[config.mk]
export PLATFORM = sky130hd
export DESIGN_NAME = multi_mode_shifter
export DESIGN_NICKNAME = d
export VERILOG_FILES = /design/src/rtl/multi_mode_shifter.sv
export SDC_FILE = /design/constraint.sdc
export NUM_CORES = 1
export LEC_CHECK = 0
export BUFFER_PORTS_ARGS = -buffer_cell sky130_fd_sc_hd__buf_2
export CAP_MARGIN = 20
export CORE_ASPECT_RATIO = 0.7
export CORE_UTILIZATION = 45
export CTS_CLUSTER_SIZE = 20
export DETAILED_ROUTE_END_ITERATION = 6
export GPL_TIMING_DRIVEN = 0
export PLACE_DENSITY = 0.71
export SETUP_SLACK_MARGIN = 0.5
export SLEW_MARGIN = 30
export SYNTH_ARGS = -nofsm -noshare
export SYNTH_HDL_FRONTEND = slang
export SYNTH_SLANG_ARGS = --single-unit
[constraint.sdc]
create_clock -name clk -period 2.5 [get_ports clk]
set_input_delay 0.125 -clock clk [delete_from_list [all_inputs] [get_ports clk]]
set_output_delay 0.125 -clock clk [all_outputs]
set_load 0.005 [all_outputs]
[src/rtl/multi_mode_shifter.sv]
// Multi-cycle shifter: one bit position per enabled cycle, four modes, one-cycle done pulse.
// Optional SHIFTER_STICKY_EN adds a sticky output (OR of all bits shifted out, rotate excluded).
module multi_mode_shifter #(
  parameter int WIDTH = 16,
  parameter int AMT_W = $clog2(WIDTH) + 1
) (
  input  logic             clk,
  input  logic             reset,
  input  logic             start,
  input  logic             enable,
  input  logic [WIDTH-1:0] din,
  input  logic [AMT_W-1:0] amount,
  input  logic [1:0]       mode,
  output logic [WIDTH-1:0] dout,
  output logic             busy,
  output logic             done
`ifdef SHIFTER_STICKY_EN
  ,
  output logic             sticky
`endif
);

  typedef enum logic [1:0] {IDLE, SHIFT, DONE} state_t;

  localparam logic [AMT_W-1:0] WIDTH_C = AMT_W'(WIDTH);
  localparam logic [AMT_W-1:0] ONE_C   = AMT_W'(1);

  state_t           state_reg, state_next;
  logic [WIDTH-1:0] dout_reg, dout_next;
  logic [AMT_W-1:0] count_reg, count_next;
  logic [1:0]       mode_reg, mode_next;
  logic [AMT_W-1:0] eff;
  logic [WIDTH-1:0] step_vec;

`ifdef SHIFTER_STICKY_EN
  logic sticky_reg, sticky_next;
  logic shifted_out;
`endif

  // Right shifts saturate at WIDTH steps; rotation only needs the residue.
  always_comb begin
    eff = amount;
    if (mode == 2'b11) begin
      eff = amount % WIDTH_C;
    end else if (amount > WIDTH_C) begin
      eff = WIDTH_C;
    end
  end

  // One-position step, built bit by bit from the captured mode.
  generate
    for (genvar gi = 0; gi < WIDTH; gi++) begin : g_step
      if (gi == WIDTH - 1) begin : g_msb
        assign step_vec[gi] = (mode_reg == 2'b10) ? dout_reg[gi-1] :
                              (mode_reg == 2'b00) ? dout_reg[gi]   :
                              (mode_reg == 2'b11) ? dout_reg[0]    : 1'b0;
      end else if (gi == 0) begin : g_lsb
        assign step_vec[gi] = (mode_reg == 2'b10) ? 1'b0 : dout_reg[1];
      end else begin : g_mid
        assign step_vec[gi] = (mode_reg == 2'b10) ? dout_reg[gi-1] : dout_reg[gi+1];
      end
    end
  endgenerate

`ifdef SHIFTER_STICKY_EN
  assign shifted_out = (mode_reg == 2'b10) ? dout_reg[WIDTH-1] :
                       (mode_reg == 2'b11) ? 1'b0 : dout_reg[0];
`endif

  always_comb begin
    state_next = state_reg;
    dout_next  = dout_reg;
    count_next = count_reg;
    mode_next  = mode_reg;
`ifdef SHIFTER_STICKY_EN
    sticky_next = sticky_reg;
`endif
    case (state_reg)
      IDLE, DONE: begin
        if (start) begin
          dout_next = din;
          mode_next = mode;
`ifdef SHIFTER_STICKY_EN
          sticky_next = 1'b0;
`endif
          if (eff == '0) begin
            state_next = DONE;
          end else begin
            count_next = eff;
            state_next = SHIFT;
          end
        end else begin
          state_next = IDLE;
        end
      end
      SHIFT: begin
        if (enable) begin
          dout_next  = step_vec;
          count_next = count_reg - ONE_C;
`ifdef SHIFTER_STICKY_EN
          sticky_next = sticky_reg | shifted_out;
`endif
          if (count_reg == ONE_C) begin
            state_next = DONE;
          end
        end
      end
      default: state_next = IDLE;
    endcase
  end

  always_ff @(posedge clk) begin
    if (reset) begin
      state_reg <= IDLE;
      dout_reg  <= '0;
      count_reg <= '0;
      mode_reg  <= 2'b00;
`ifdef SHIFTER_STICKY_EN
      sticky_reg <= 1'b0;
`endif
    end else begin
      state_reg <= state_next;
      dout_reg  <= dout_next;
      count_reg <= count_next;
      mode_reg  <= mode_next;
`ifdef SHIFTER_STICKY_EN
      sticky_reg <= sticky_next;
`endif
    end
  end

  assign dout = dout_reg;
  assign busy = (state_reg == SHIFT);
  assign done = (state_reg == DONE);
`ifdef SHIFTER_STICKY_EN
  assign sticky = sticky_reg;
`endif

endmodule

=== Word-level counts from Yosys, hierarchy flattened ===
Cells that the tools add are included.

* Flip-flop bits (word level): 25
* Latch bits: 0
* RAM bits: 0
* Bits in read-only memories: 0
* Bits of input ports: 27
* Output and inout bits: 18
* Word-level logic and storage cells: 60
* Memories: 0

* Add/sub/neg operators: 1
* Multipliers: 0
* Divide/modulo/power cells: 0
* Order comparisons: 1
* Equal/unequal tests: 11
* Shift operators: 0
* Multiplexer cells: 32
* Bitwise operators: 0
* Reductions and logical operators: 10

{| class="wikitable"
|+ Operator list
! kind !! number
|-
| 2-to-1 mux 16 bit || 2
|-
| one-hot mux 16 bit (2 select lines) || 1
|-
| 2-to-1 mux 5 bit || 5
|-
| 2-to-1 mux 1 bit || 18
|-
| one-hot mux 5 bit (2 select lines) || 1
|-
| == test 2 bit (second input constant) || 4
|-
| 2-to-1 mux 2 bit || 4
|-
| AND reduction 4 bit || 2
|-
| inequality test 2 bit (second input constant) || 3
|-
| == test 5 x 1 -> 1 bit (second input constant) || 1
|-
| greater-than comparator 5 bit (second input constant) || 1
|-
| zero test 5 bit || 1
|-
| subtractor 5 x 1 -> 5 bit (second input constant) || 1
|-
| zero test 2 bit || 2
|-
| one-hot mux 2 bit (2 select lines) || 1
|-
| AND reduction 2 bit || 2
|-
| inequality test 3 bit (second input constant) || 1
|-
| AND reduction 3 bit || 1
|-
| == test 2 x 1 -> 1 bit (second input constant) || 1
|-
| inequality test 2 x 1 -> 1 bit (second input constant) || 1
|-
| nonzero test 2 bit || 1
|-
| OR reduction 2 bit || 1
|}

=== Longest topological paths before layout ===
Gate-level depths: netlist of the first run.

* Depth after elaboration: 7
* Depth in mapped cells: 6

=== Worst setup path after synthesis of the first run ===
No wires, ideal clock.

* Path type: flip-flop to flip-flop
* From: register state_reg[0]
* To: register dout_reg[11], in the netlist dout[11]
* Library setup time: 0.117 ns
* Data arrival time: 1.367 ns
* Slack: 1.016 ns
* Cell stages (with the launch flop): 6
* Buffers on the path: 1
* Cells stage by stage: dfxtp_1 > and3b_1 > or2_1 > and2_4 > buf_4 > a22o_1

* Cells in the longest elaborated chain, start to end: 4
* Elaborated cells on any way between the ends: 9
* Classes of those cells: 4 x eq/ne; 1 x mux; 4 x reduce/logical

{| class="wikitable"
|+ Ends and longest elaborated chain
! item !! line !! text
|-
| start: declaration || 28 || <nowiki>state_t state_reg, state_next;</nowiki>
|-
| start signal: assignment || 122 || <nowiki>state_reg <= state_next;</nowiki>
|-
| == test 2 bit or zero test 2 bit (tied branches) || 78 || <nowiki>case (state_reg)</nowiki>
|-
| OR reduction 2 bit || 78 ||
|-
| inequality test 2 bit (no source line) or nonzero test 2 bit (tied branches) || - ||
|-
| AND reduction 3 bit (no source line) || - ||
|-
| end signal: assignment || 123 || <nowiki>dout_reg <= dout_next;</nowiki>
|-
| end: declaration || 29 || <nowiki>logic [WIDTH-1:0] dout_reg, dout_next;</nowiki>
|}

Parallel ways exist; a longest one is shown, timed or not.
A chain may end at the register's enable or synchronous reset.

=== Worst setup path in the final report of the first run ===
* From: register state_reg[0]
* To: register dout_reg[3], in the netlist dout[3]

Same word-level chain as after synthesis.

==> summary.md, run 1 <==
| Metric | Value |
|---|---|
| Peak VDD IR | 310 uV |
| Root buffer cell | clkbuf_8 |
| Detailed Route Iter0 Violations | 77 |
| Resize count post-CTS | 0 |
| # setup viols final | 0 |
| Power Total | 0.980 mW |
| # DRC | 0 |
| Max clock buf depth | 2 |
| Synthesis-stage register bit count | 25 |
| Routability cong. | between 0.7 and 0.8 |
| CP max FO | 10 |
| Commonest cells after routing, fill and taps aside | buf_2, dfxtp_1, nand2_1 |
| Post-Route WL | 3.52 mm |
| Max reg flops | 16 |
| Die area | 0.00328 mm2 |
| Worst-Skew Late Latency | 270 ps |
| Area delta synth->final | 22.6% |
| Final Hold Fails | 0 |
| Min cycle time layout | 1690 ps |
| Fin cells | 244 |
| CP Capture Type | register |
| TNS Setup | 0 ps |
| Period utilization | 67.4% |
| Avg Cell Area, Syn | 8.59 um2 |
| Syn Std Cell Area | about 0.0014 mm2 |
| Commonest non-fill, non-tap cell in the layout | buf_2 |
| WP data required | 2670 ps |
| Drt pass-1 iters | 4 |
| Post-route ant nets | 0 |
| Syn_nets | roughly 190 |
| Leak pwr | 0.848 nW |
| Drt wl/cell | 14.4 um |
| Fraction of layout cells with a size suffix above 1 | 27.9% |
| Clock sink total | 25 |
| Hold-fix buffers, CTS | 0 |
| HPWL Detailed | 2.58 mm |
| CTS clk-pin slew, worst paths | around 90 ps |
| Final nets | roughly 240 |
| Critical path arrival | 1850 ps |
| Worst Tran Pin Value | 477 ps |
| CTS tree | yes |
| Sequential share of the synthesized area | 36.4% |
| Largest net degree at the start of global routing | 14 |
| Pwr Density | 582 mW/mm2 |
| All-layer global routing usage | 21.4% |
| PortBufs | between 40 and 50 |
| Setup Fix Bufs, Post-CTS | 0 |
| Min-delay worst type | in -> reg |
| Ports | 45 |
| Filler instances | 271 |
| Core box area | 0.00284 mm2 |
| ANT cells | 0 |
| Rel. slew slack | 67.9% |
| Htree depth | 1 |
| CTS Buf Count | 3 |
| GR Overflow Total | 0 |
| MaxCap Viol Count | 0 |
| Via count | 1373 |
| Antenna violations before repair | 0 |
| Vias in the first global route | 1093 |
| Maximum clock rate | 0.593 GHz |
| Vias per inst | 5.63 |
| Post-synth cell types | 38 |
| Startpoint types | register |
| Kind of critical path | reg -> reg |
| RSZ-0062 raised after global routing | false |
| Warnings, synthesis | 0 |
| Die height | 48.3 um |
| Die X | 68.1 um |
| First-pass GRT wire length | 5.03 mm |
| Placed cells | 240 |
| Initial Utilization | 48.4% |
| Post-synthesis cell count | 160 |
| Site Rows | 16 |
| Slew Limit Fails | 0 |
| Post-Route Skew | 5.64 ps |
| Outcome | finished clean |
final timing paths:
path,slack (ps),cells after the start,startpoint,end
max,810,5,state_reg[0],dout[3]
min,110,3,mode[1],mode_reg[1]
max reg2reg,810,5,state_reg[0],dout[3]
min reg2reg,500,2,count_reg[4],count_reg[4]
cells in the mapped netlist (all sizes together):
master / n / area [um2]
a211oi: 1 / 7.51
a21bo: 1 / 10.0
a21boi: 1 / 7.51
a21oi: 9 / 45.0
a22o: 14 / 123
a311oi: 3 / 26.3
a31oi: 3 / 18.8
and2: 2 / 15.0
and3: 3 / 18.8
and3b: 1 / 8.76
buf: 5 / 27.5
clkbuf: 4 / 15.0
clkinv: 1 / 3.75
dfxtp: 25 / 500
ha: 2 / 25.0
inv: 3 / 11.3
mux2: 1 / 11.3
mux2i: 14 / 140
nand2: 20 / 75.1
nand2b: 3 / 18.8
nand3: 3 / 15.0
nor2: 8 / 32.5
nor2b: 2 / 15.0
nor3: 3 / 15.0
nor4: 1 / 6.26
o21ai: 19 / 95.1
o32a: 1 / 10.0
o32ai: 2 / 36.3
or2: 1 / 6.26
or3: 1 / 6.26
or4: 1 / 11.3
xor2: 2 / 17.5
through the flow:
stage,setup slack [ps],hold slack (ps),cell area (um2),util (%)
2_1_floorplan,1020,261,1380,-
3_3_place_gp,861,389,1640,57.7
4_1_cts,805,109,1690,59.3
3_5_place_dp,831,401,1640,57.7
5_1_grt,682,119,1690,59.3
6_report,814,109,1690,59.3
per-layer routing:
metal	wire [um]	vias up	global-route usage, %
met5	0	-	0
met3	205	5	5.61
met4	33	0	7.92
met1	1800	641	29.6
li1	-	684	-
met2	1480	43	32.2
critical path: stages (launching register included):
cell	delay (ps)
dfxtp_1	500
and3b_1	320
or2_1	220
nor2_2	90
buf_2	200
a22o_1	250
logic make-up after synthesis:
logic type | after synthesis | share of synthesized area [%]
compound gates | 54 | 27.6
flops | 25 | 36.4
xor+xnor | 2 | 1.27
buf+inv | 13 | 4.19
mux | 15 | 11.0
fa+ha+maj | 2 | 1.82
simple gates | 49 | 17.7
area by class of cell:
type                       instances  area, um2  area share, %
buffer                             9       42.5           2.52
timing repair buffer              44        220           13.1
tap                               36       45.0           2.67
clock buffer                       4       45.0           2.67
multi-input combinational        122        817           48.5
sequential                        25        500           29.7
inverter                           4       15.0          0.891
power by group:
part	total, mW	internal, mW	leakage, nW	switching (mW)
registers	0.475	0.436	0.206	0.0395
clock network	0.248	0.114	0.0228	0.133
logic	0.257	0.120	0.619	0.138
total	0.980	0.670	0.848	0.311
No activity file was read; power rests on OpenSTA's default activity.
==> run 2, diff against run 1 <==
PLACE_DENSITY = 0.74   (was 0.71)
clock period = 1.4 ns   (was 2.5 ns; I/O delays follow)
==> summary.md, run 2 (synthesis gave the netlist of run 1 again) <==
| Metric | Value |
|---|---|
| Via count | 1454 (+5.9%) |
| # setup viols final | 14 (+14) |
| Rel. slew slack | 60.8% (-7.2 points) |
| CP bufs+invs | 1 (unchanged) |
| RSZ-0062 raised after global routing | true |
| All-layer global routing usage | 23.8% (+2.4 points) |
| CP Capture Type | register |
| Max clock buf depth | 2 (unchanged) |
| Final Hold Fails | 0 (unchanged) |
| Ports | 45 (unchanged) |
| HPWL Detailed | 2.66 mm (+2.8%) |
| Min-delay worst type | in -> reg |
| Combinational power share | 32.8% (+6.5 points) |
| Crit path max-delay family | simple AND/OR/NAND/NOR gates |
| Kind of critical path | reg -> reg |
| Final core utilization | 69.5% (+10 points) |
| Detailed Route Iter0 Violations | 68 (-12%) |
| Largest net degree at the start of global routing | 14 (unchanged) |
| Violated checks | setup timing |
| Final nets | 251 (+5.5%) |
| Worst Hold Depth | 3 (unchanged) |
| Design Area, Final | 0.00198 mm2 (+17%) |
| Initial Utilization | 48.4% (unchanged) |
| Htree depth | 1 (unchanged) |
| Site Rows | 16 (unchanged) |
| Maximum clock rate | 0.697 GHz (+17%) |
| CP max FO | 4 (-6) |
| CTS clk-pin slew, worst paths | 90 ps (about the same) |
| Pwr Density | 972 mW/mm2 (+67%) |
| RR Endpoint | dout[7] |
| GR Overflow Total | 0 (unchanged) |
| Commonest cells after routing, fill and taps aside | buf_2, nand2_1, o21ai_0 |
| Die area | 0.00328 mm2 (unchanged) |
| Post-Route Skew | 11.1 ps (+5.48 ps) |
| Power Total | 1.92 mW (+96%) |
| Final setup margin | -35.4 ps (-850 ps) |
| Placed cells | 240 (unchanged) |
| Worst min-delay path endpoint | mode_reg[0] |
| Critical R2R Launch | state_reg[0] |
| Critical path arrival | 1600 ps (-250 ps) |
| CTS Buf Count | 3 (unchanged) |
| MaxCap Viol Count | 0 (unchanged) |
| Antenna violations before repair | 0 (unchanged) |
| Post-Route WL | 3.90 mm (+11%) |
| WP data required | 1560 ps (-1110 ps) |
| Leak pwr | 0.980 nW (+16%) |
| Psw | 0.607 mW (+95%) |
| Min-delay src | mode[0] |
| Post-route ant nets | 0 (unchanged) |
| Vias per inst | 5.66 (+0.54%) |
| # DRC | 0 (unchanged) |
| Die X | 68.1 um (unchanged) |
| Slowest stage cell, crit path | dfxtp_4 |
| Clock sink total | 25 (unchanged) |
| Period utilization | 103% (+35 points) |
| Vias in the first global route | 1174 (+7.4%) |
| Peak VDD IR | 777 uV (+150%) |
| Filler instances | 218 (-20%) |
| Die height | 48.3 um (unchanged) |
| Slowest Stage Delay on Critical Path | 370 ps (-130 ps) |
| Clk pwr share | 22.5% (-2.7 points) |
| Worst Tran Pin Value | 583 ps (+107 ps) |
| Slew Limit Fails | 0 (unchanged) |
| Drt wl/cell | 15.2 um (+5.2%) |
| ANT cells | 0 (unchanged) |
| Worst-Skew Late Latency | 270 ps (about the same) |
| Commonest non-fill, non-tap cell in the layout | buf_2 |
| Drt pass-1 iters | 4 (unchanged) |
| Internal | 1.31 mW (+96%) |
| Fraction of layout cells with a size suffix above 1 | 43.4% (+16 points) |
| Switching part of the total | 31.6% (-0.071 points) |
| Hold-fix buffers, CTS | 0 (unchanged) |
| CTS tree | yes |
| TNS Setup | -284 ps (-284 ps) |
| Root buffer cell | clkbuf_8 |
| Worst path cell trace | and3b_2, or2_4, and2_4, buf_6, a22o_1 |
| Outcome | finished with violations |
| First-pass GRT wire length | 5.66 mm (+13%) |
| Routability cong. | 0.792 (+6.8%) |
| Min cycle time layout | 1440 ps (-250 ps) |
| FF-to-FF path depth | 5 (unchanged) |
| PortBufs | 44 (unchanged) |
| Worst reg2reg setup slack | -40 ps (-850 ps) |
| Max reg flops | 16 (unchanged) |
| Fin cells | 257 (+5.3%) |
| Reg power frac | 44.6% (-3.9 points) |
| Core box area | 0.00284 mm2 (unchanged) |
| Area delta synth->final | 43.7% |
| Startpoint types | register |
| Post-DP Area | 0.00170 mm2 (+3.7%) |
## run 2: worst max-delay path by stage
stage,start,endpoint,cells past startpoint
after detailed placement,amount[1],count_reg[2],4
after global routing,state_reg[0],dout[7],5
final,state_reg[0],dout[7],5
after CTS,state_reg[0],dout[6],5
after global placement,amount[1],count_reg[2],4
after floorplan,state_reg[0],dout[11],5
## run 2: final cells by class
type | count | area, um2 | share of cell area (%)
Inverter | 4 | 20.0 | 1.01
Multi-Input combinational cell | 122 | 885 | 44.8
Clock buffer | 4 | 45.0 | 2.28
Timing Repair inverter | 1 | 3.75 | 0.190
Buffer | 9 | 119 | 6.02
Sequential cell | 25 | 517 | 26.2
Timing Repair Buffer | 56 | 342 | 17.3
Tap cell | 36 | 45.0 | 2.28
## run 2: worst reg2reg max path: stages (launching register included)
cell,delay (ps)
dfxtp_4,370
and3b_2,210
or2_4,260
and2_4,180
buf_6,120
a22o_1,190
## run 2: routing by layer
metal	up-vias	wire [um]	GRT usage, %
met3	4	261	5.84
met1	690	1870	34.7
met4	0	32	3.75
met5	-	0	0
met2	51	1740	35.9
li1	709	-	-
## run 2: metrics by stage
| stage | hold slack (ps) | setup slack (ps) |
|---|---|---|
| 2_1_floorplan | 198 | -14.1 |
| 3_3_place_gp | 324 | -134 |
| 3_5_place_dp | 338 | -163 |
| 4_1_cts | 53.7 | -32.3 |
| 5_1_grt | 58.7 | -54.6 |
| 6_report | 46.8 | -35.4 |
## run 2: timing repair
item                       4_1_cts  5_1_grt
gates cloned                     2        0
pin swaps                        6        3
gates resized for setup         18       17
setup buffers                    9        2
setup endpoints to repair       28       36
## run 2: power by group through the flow
stage	clock (mW)	combinational (mW)	sequential (mW)
global placement	0	0.477	0.861
detailed placement	0	0.494	0.863
global route	0.467	0.685	0.866
finish	0.433	0.631	0.857
CTS	0.430	0.591	0.845
floorplan	0	0.333	0.853
==> run 3, diff against run 2 <==
CORE_UTILIZATION = 39   (was 45)
PLACE_DENSITY = 0.68   (was 0.74)
==> summary.md, run 3 (synthesis gave the netlist of run 1 again) <==
| Metric | Value |
|---|---|
| Outcome | finished with violations |
| Violated checks | setup timing |
| Slowest Stage Delay on Critical Path | 370 ps (about the same) |
| ANT cells | 0 (unchanged) |
| WP data required | 1560 ps (about the same) |
| Slowest stage cell, crit path | dfxtp_4 |
| First-pass GRT wire length | 6.71 mm (+19%) |
| Core box area | 0.00325 mm2 (+14%) |
| Commonest non-fill, non-tap cell in the layout | buf_2 |
| PortBufs | 44 (unchanged) |
| Antenna violations before repair | 0 (unchanged) |
| Min cycle time layout | 1440 ps (+8.64 ps) |
| Routability cong. | 0.816 (+3.0%) |
| Final nets | 254 (+1.2%) |
| Die height | 51.7 um (+7.1%) |
| Rel. slew slack | 62.5% (+1.7 points) |
| CTS Buf Count | 3 (unchanged) |
| Post-route ant nets | 0 (unchanged) |
| Ports | 45 (unchanged) |
| Maximum clock rate | 0.693 GHz (-0.60%) |
| Worst-Skew Late Latency | 280 ps (about the same) |
| Worst path cell trace | and3b_2, or2_4, and2_4, buf_8, a22o_1 |
| Die X | 73.0 um (+7.2%) |
| Fraction of layout cells with a size suffix above 1 | 45.1% (+1.7 points) |
| Crit path launch | state_reg[0] |
| All-layer global routing usage | 24.1% (+0.31 points) |
| CTS clk-pin slew, worst paths | 90 ps (about the same) |
| Min-delay worst type | in -> reg |
| Period utilization | 103% (+0.62 points) |
| Final setup margin | -44.0 ps (-8.64 ps) |
| Drt pass-1 iters | 4 (unchanged) |
| Slew Limit Fails | 0 (unchanged) |
| Vias per inst | 5.53 (-2.3%) |
| Largest net degree at the start of global routing | 15 (+1) |
| Worst min-delay path endpoint | mode_reg[0] |
| Worst Tran Pin Value | 558 ps (-25.3 ps) |
| TNS Setup | -337 ps (-52.9 ps) |
| Fin cells | 271 (+5.4%) |
| Site Rows | 17 (+1) |
| Commonest cells after routing, fill and taps aside | buf_2, nand2_1, o21ai_0 |
| Peak VDD IR | 615 uV (-21%) |
| Worst reg2reg setup slack | -40 ps (about the same) |
| Vias in the first global route | 1455 (+24%) |
| Die area | 0.00377 mm2 (+15%) |
| # setup viols final | 13 (-1) |
| Initial Utilization | 42.3% (-6.1 points) |
| Post-Route Skew | 11.6 ps (+0.469 ps) |
| CP Capture Type | register |
| Post-Route WL | 4.18 mm (+7.2%) |
| CTS tree | yes |
| Leak pwr | 0.996 nW (+1.6%) |
| Drt wl/cell | 15.4 um (+1.6%) |
| Critical path arrival | 1610 ps (about the same) |
| Hold-fix buffers, CTS | 0 (unchanged) |
| Clock sink total | 25 (unchanged) |
| Min-delay src | mode[0] |
| Max clock buf depth | 2 (unchanged) |
| HPWL Detailed | 2.74 mm (+3.0%) |
| # DRC | 0 (unchanged) |
| Max reg flops | 16 (unchanged) |
| Root buffer cell | clkbuf_8 |
| Via count | 1498 (+3.0%) |
| Placed cells | 251 (+4.6%) |
| Post-DP Area | 0.00171 mm2 (+0.81%) |
| Critical R2R Launch | state_reg[0] |
| Htree depth | 1 (unchanged) |
| Final Hold Fails | 0 (unchanged) |
| MaxCap Viol Count | 0 (unchanged) |
| Detailed Route Iter0 Violations | 81 (+19%) |
| RR Endpoint | dout[3] |
| Worst Hold Depth | 3 (unchanged) |
| Pwr Density | 965 mW/mm2 (-0.74%) |
| CP max FO | 5 (+1) |
| Filler instances | 276 (+27%) |
| FF-to-FF path depth | 5 (unchanged) |
| RSZ-0062 raised after global routing | true |
| GR Overflow Total | 0 (unchanged) |
| Area delta synth->final | 46.1% |
| Design Area, Final | 0.00201 mm2 (+1.7%) |
| Power Total | 1.94 mW (+0.95%) |
| Startpoint types | register |
| Kind of critical path | reg -> reg |
## run 3: power by group
| group | internal [mW] | switching (mW) | leakage [nW] | total [mW] |
|---|---|---|---|---|
| Sequential | 0.785 | 0.0727 | 0.211 | 0.858 |
| Combinational | 0.335 | 0.312 | 0.760 | 0.647 |
| Clock | 0.200 | 0.234 | 0.0255 | 0.434 |
| Total | 1.32 | 0.619 | 0.996 | 1.94 |
## run 3: layout make-up
type,instances,area (um2),area share (%)
multi-input combinational,122,877,43.6
sequential,25,519,25.8
timing repair buffer,60,379,18.9
buffer,9,109,5.42
tap,47,58.8,2.93
clock buffer,3,41.3,2.05
inverter,4,20.0,0.996
clock inverter,1,5.00,0.249
## run 3: worst max-delay path, delay by kind of cell, from the launching register on
family | cells | cell delay, ps
flip-flops | 1 | 370
buffers and inverters | 1 | 140
AND/OR/NAND/NOR | 3 | 640
AO/OA/AOI/OAI | 1 | 180
## run 3: repair_timing
| action | CTS | global route |
|---|---|---|
| endpoints found under the setup margin | 27 | 38 |
| endpoints found under the hold margin | 0 | 0 |
| gates resized for setup | 17 | 21 |
| cloned | 2 | 0 |
| setup buffers | 14 | 0 |
| pin swaps | 16 | 4 |
## run 3: how the worst max path moves through the flow
| stage | to | slack (ps) |
|---|---|---|
| final | dout[3] | -40 |
| after global routing | dout[5] | -70 |
| after CTS | dout[3] | -40 |
| after detailed placement | dout[13] | -140 |
| after global placement | count_reg[0] | -130 |
| after floorplan | dout[11] | -10 |
## run 3: routing by layer
metal	vias to the layer above	wire (um)	track usage, %
met5	-	0	0
li1	719	-	-
met1	712	1970	30.9
met3	12	195	5.04
met2	55	1910	40.2
met4	0	104	8.50
## run 3: stage by stage
stage	setup WS (ps)	utilization [%]	hold slack [ps]
2_1_floorplan	-14.1	-	198
3_3_place_gp	-127	52.7	330
3_5_place_dp	-140	52.7	344
4_1_cts	-43.6	60.1	47.3
5_1_grt	-70.6	61.7	61.8
6_report	-44.0	61.7	46.8
